$ cat src/rtl/fpadd_sched.sv
// Round-robin scheduler sharing one external FP adder (latency LAT) between NREQ
// requesters; tags each issued operation and routes the sum back to its owner.
module fpadd_sched #(
  parameter int NREQ = 4,
  parameter int LAT  = 0,
  parameter int TW   = 2
) (
  input  logic               clk,
  input  logic               rst,
  input  logic [NREQ-1:0]    req_valid,
  input  logic [NREQ*32-1:0] req_a,
  input  logic [NREQ*32-1:0] req_b,
  output logic [NREQ-1:0]    req_ready,
  output logic               add_valid,
  output logic [31:0]        add_a,
  output logic [31:0]        add_b,
  input  logic [31:0]        add_sum,
  output logic [NREQ-1:0]    rsp_valid,
  output logic [31:0]        rsp_sum,
  output logic [NREQ-1:0]    busy,
  output logic               idle
);

  logic [TW-1:0]   ptr;
  logic [TW-1:0]   grant_idx;
  logic            grant_any;
  logic [NREQ-1:0] elig;
  logic [NREQ-1:0] grant_oh;
  logic [TW-1:0]   iss_tag;
  logic            out_valid;
  logic [TW-1:0]   out_tag;
  logic [NREQ-1:0] ret_oh;
  logic [31:0]     op_a [NREQ];
  logic [31:0]     op_b [NREQ];

  // Index arithmetic modulo NREQ; base is always < NREQ so one subtraction suffices.
  function automatic logic [TW-1:0] wrap_add(input logic [TW-1:0] base, input int off);
    int s;
    s = int'(base) + off;
    if (s >= NREQ) s -= NREQ;
    return TW'(s);
  endfunction

  for (genvar i = 0; i < NREQ; i++) begin : g_unpack
    assign op_a[i] = req_a[32*i +: 32];
    assign op_b[i] = req_b[32*i +: 32];
  end

  assign elig = req_valid & ~busy;

  // Scan from the farthest offset back to ptr so the nearest eligible index wins.
  always_comb begin
    // NOTE: every always_comb output gets a default first so no path leaves it unassigned (no latch).
    grant_any = 1'b0;
    grant_idx = '0;
    for (int k = NREQ - 1; k >= 0; k--) begin
      if (elig[wrap_add(ptr, k)]) begin
        grant_any = 1'b1;
        grant_idx = wrap_add(ptr, k);
      end
    end
  end

  always_comb begin
    grant_oh = '0;
    if (grant_any) grant_oh[grant_idx] = 1'b1;
  end

  assign req_ready = grant_oh;

  // NOTE: sequential state uses non-blocking assignments so every register samples pre-edge values.
  always_ff @(posedge clk or posedge rst) begin
    if (rst) begin
      ptr <= '0;
    end else if (grant_any) begin
      ptr <= wrap_add(grant_idx, 1);
    end
  end

  // NOTE: operand/sum data registers are reset too, so outputs are deterministic after reset.
  always_ff @(posedge clk or posedge rst) begin
    if (rst) begin
      add_valid <= 1'b0;
      iss_tag   <= '0;
      add_a     <= '0;
      add_b     <= '0;
    end else begin
      add_valid <= grant_any;
      if (grant_any) begin
        iss_tag <= grant_idx;
        add_a   <= op_a[grant_idx];
        add_b   <= op_b[grant_idx];
      end
    end
  end

  if (LAT == 0) begin : g_tag_direct
    assign out_valid = add_valid;
    assign out_tag   = iss_tag;
  end else begin : g_tag_pipe
    logic          pv [LAT];
    logic [TW-1:0] pt [LAT];

    always_ff @(posedge clk or posedge rst) begin
      if (rst) begin
        for (int k = 0; k < LAT; k++) begin
          pv[k] <= 1'b0;
          pt[k] <= '0;
        end
      end else begin
        pv[0] <= add_valid;
        pt[0] <= iss_tag;
        for (int k = 1; k < LAT; k++) begin
          pv[k] <= pv[k-1];
          pt[k] <= pt[k-1];
        end
      end
    end

    assign out_valid = pv[LAT-1];
    assign out_tag   = pt[LAT-1];
  end

  always_comb begin
    ret_oh = '0;
    if (out_valid) ret_oh[out_tag] = 1'b1;
  end

  always_ff @(posedge clk or posedge rst) begin
    if (rst) begin
      rsp_valid <= '0;
      rsp_sum   <= '0;
    end else begin
      rsp_valid <= ret_oh;
      if (out_valid) rsp_sum <= add_sum;
    end
  end

  // A busy requester is never granted, so set and clear cannot hit the same bit.
  always_ff @(posedge clk or posedge rst) begin
    if (rst) begin
      busy <= '0;
    end else begin
      busy <= (busy | grant_oh) & ~ret_oh;
    end
  end

  assign idle = ~|busy;

endmodule
$ cat config.mk
export PLATFORM = sky130hd
export DESIGN_NAME = fpadd_sched
export DESIGN_NICKNAME = d
export VERILOG_FILES = /design/src/rtl/fpadd_sched.sv
export SDC_FILE = /design/constraint.sdc
export NUM_CORES = 1
export LEC_CHECK = 0
export ABC_AREA = 0
export CAP_MARGIN = 20
export CORE_AREA = 2 2 158 160
export CTS_CLUSTER_SIZE = 10
export DETAILED_ROUTE_END_ITERATION = 16
export DIE_AREA = 0 0 160 162
export DONT_BUFFER_PORTS = 1
export GPL_ROUTABILITY_DRIVEN = 0
export HOLD_SLACK_MARGIN = 0.1
export RECOVER_POWER = 100
export SLEW_MARGIN = 10
export SYNTH_ARGS = -nofsm -noshare
export SYNTH_HDL_FRONTEND = slang
export SYNTH_SLANG_ARGS = --single-unit
$ cat constraint.sdc
create_clock -name clk -period 4 [get_ports clk]
set_input_delay 1.2 -clock clk [delete_from_list [all_inputs] [get_ports clk]]
set_output_delay 1.2 -clock clk [all_outputs]
set_load 0.01 [all_outputs]
==> reports/results.tsv <==
metric	value	unit
MaxCap Viol Count	3	
Slew Viols, Final	149	
post-synthesis async set-or-reset flop share	1.00	
NetSw	2840	uW
I/O Buffers	0	
CP Max Fanout	4	
Core Util, Final	0.265	
WP data required	2.80	ns
Final Hold Vio Count	0	
Die ar.	25900	um2
synthesized area per cell	10.9	um2
part of the cycle the worst path needs	0.919	
Vias	4410	
# clock sinks	109	
gr usage total	0.133	
failing checks	capacitance limit, slew limit	
CTS root buf	clkbuf_16	
RSZ-0062 raised after global routing	false	
final net count	824	
worst min-delay path class	reg2reg	
Post-synth top cells	dfrtp_1, nor2_1, nand2_1, mux2i_1, a221oi_2	
EDFF count, synth	0	
share of the synthesized area in the top cell type	0.449	
final setup TNS	0	ns
Power, Total	6100	uW
clk_skew	0.0118	ns
htree depth	3	
Net Sw Frac	0.465	
IO Pins	404	
Internal Power	3270	uW
Seq/Total Area, Yosys	0.449	
DP HPWL	13100	um
Final ANT Viol Nets	0	
antenna violations before repair	0	
DR WL/cell	20.8	um
post-synth top area cell	dfrtp_1	
# Post-CTS Setup Buffers	0	
Arr. time, crit path	2.47	ns
P&R area growth vs syn	5.07	%
Die Width	160	um
sequential share of power	0.380	
Initial Util	0.252	
measured slew at the worst slew-check pin	1.86	ns
core box area	24100	um2
number of remaining DRC errors	0	
worst hold slack	0.469	ns
Die Span Y	162	um
FF+latch count, synth	109	
Rows	57	
Syn Std Cell Area	6070	um2
Placed Cells	843	
startpoint types	input pin	
later-pin clock latency in the skew report	0.35	ns
Clock power frac	0.159	
Post-Syn Nets	849	
crit path kind	in2out	
Fmax	272	MHz
synth top area cells	dfrtp_1, mux2i_1, a221oi_2	
Layout Cells excl Fill	859	
CP endpoint kind	output port	
cts bufs inserted	9	
DR pass1 iterations	4	
Max Root-Sink Buffers	2	
most common cell in the synthesized netlist	dfrtp_1	
Remaining Overflow, GRT	0	
Rel. slew slack	-0.247	
Leak	0.00272	uW
maximum VDD drop	0.938	mV
CTS hold repair buffers	0	
Clock Pin Slew Worst Setup and Hold Paths	0.09	ns
fraction of layout cells with a size suffix above 1	0.191	
Inserted Diodes	0	
CTS resizes	0	
crit path time final	3.67	ns
cell count after synthesis	555	
pin count of the biggest net entering global routing	71	
CTS tree	yes	
power share of the combinational group	0.461	
Top FF cell, synth	dfrtp_1	
DRT Wirelength	17900	um
vias per cell	5.13	
synth warn	0	
first-pass GRT wire length	26900	um
Yosys cell types	38	
status	finished with violations	
vias in the first global route	4647	
pwr/cell area	956	nW/um2
filler instances	2606	
1st-iter DRT viols	233	
Final Setup Violations	0	
[critical path, cell delays in order]
cell	delay [ns]
nor2b_1	0.15
o21ai_0	0.63
nand2_4	0.13
nor2_1	0.36
[worst paths after layout]
path,depth (start not counted),startpoint,slack (ns),to
max,4,req_valid[1],0.33,req_ready[2]
min,1,iss_tag[1],0.47,rsp_valid[1]
max reg2reg,5,busy[2],1.32,add_a[18]
min reg2reg,1,iss_tag[1],0.47,rsp_valid[1]
max in group asynchronous,2,rst,0.82,add_a[5]
min in group asynchronous,1,rst,1.17,rsp_sum[7]
[placed cells by master (no fill, tap or decap), types with 2 or more instances in the layout]
master,instances
buf_4,6
dfrtp_1,109
clkbuf_2,2
nand2_1,67
clkbuf_1,3
a21oi_2,30
inv_12,2
nor2_1,73
a221oi_2,7
o21ai_0,3
o22a_1,2
a21oi_1,37
mux2_2,32
clkinv_8,3
nand2b_1,3
inv_1,4
mux2i_1,64
a221oi_1,57
clkbuf_16,9
[logic make-up (layout without fill, tap and decap cells)]
kind of cell    after synthesis  in the layout  share of synthesized area
compound gates              141            141                      0.222
buf+inv                      53             33                     0.0593
mux                          96             96                      0.165
simple gates                156            156                      0.105
flops                       109            109                      0.449
[metrics by stage]
step	instance area [um2]	setup WS (ns)
3_5_place_dp	6300	0.545
6_report	6380	0.325
4_1_cts	6620	0.540
3_3_place_gp	6300	0.566
2_1_floorplan	6080	0.423
5_1_grt	6380	0.270
[flip-flops by register name (all words and copies together), names as in the netlist]
register   count
ptr            2
rsp_valid      4
rsp_sum       32
add_b         32
add_a         32
iss_tag        2
busy           4
add_valid      1
[layout make-up]
| cell class | count | area [um2] | share of cell area |
|---|---|---|---|
| clock buffers | 9 | 225 | 0.0353 |
| clock inverters | 7 | 101 | 0.0159 |
| inverters | 5 | 20.0 | 0.00314 |
| multi-input cells | 393 | 2820 | 0.441 |
| flip-flops and latches | 109 | 2730 | 0.427 |
| well taps | 324 | 405 | 0.0635 |
| repair buffers | 12 | 86.3 | 0.0135 |
[routing by layer]
metal / GRT usage / share of wire
met3: 0.0421 / 0.095
met5: 0 / 0
met1: 0.152 / 0.38
met4: 0.0373 / 0.015
met2: 0.240 / 0.51
[power by group through the flow]
stage / Sequential (uW) / Combinational, uW / Clock (uW)
after global placement: 2350 / 3060 / 0
after floorplan: 2170 / 2760 / 0
after detailed placement: 2340 / 3140 / 0
after CTS: 2330 / 3130 / 1030
after global routing: 2380 / 3130 / 1080
final: 2320 / 2810 / 972
(Power assumes the default switching activity.)
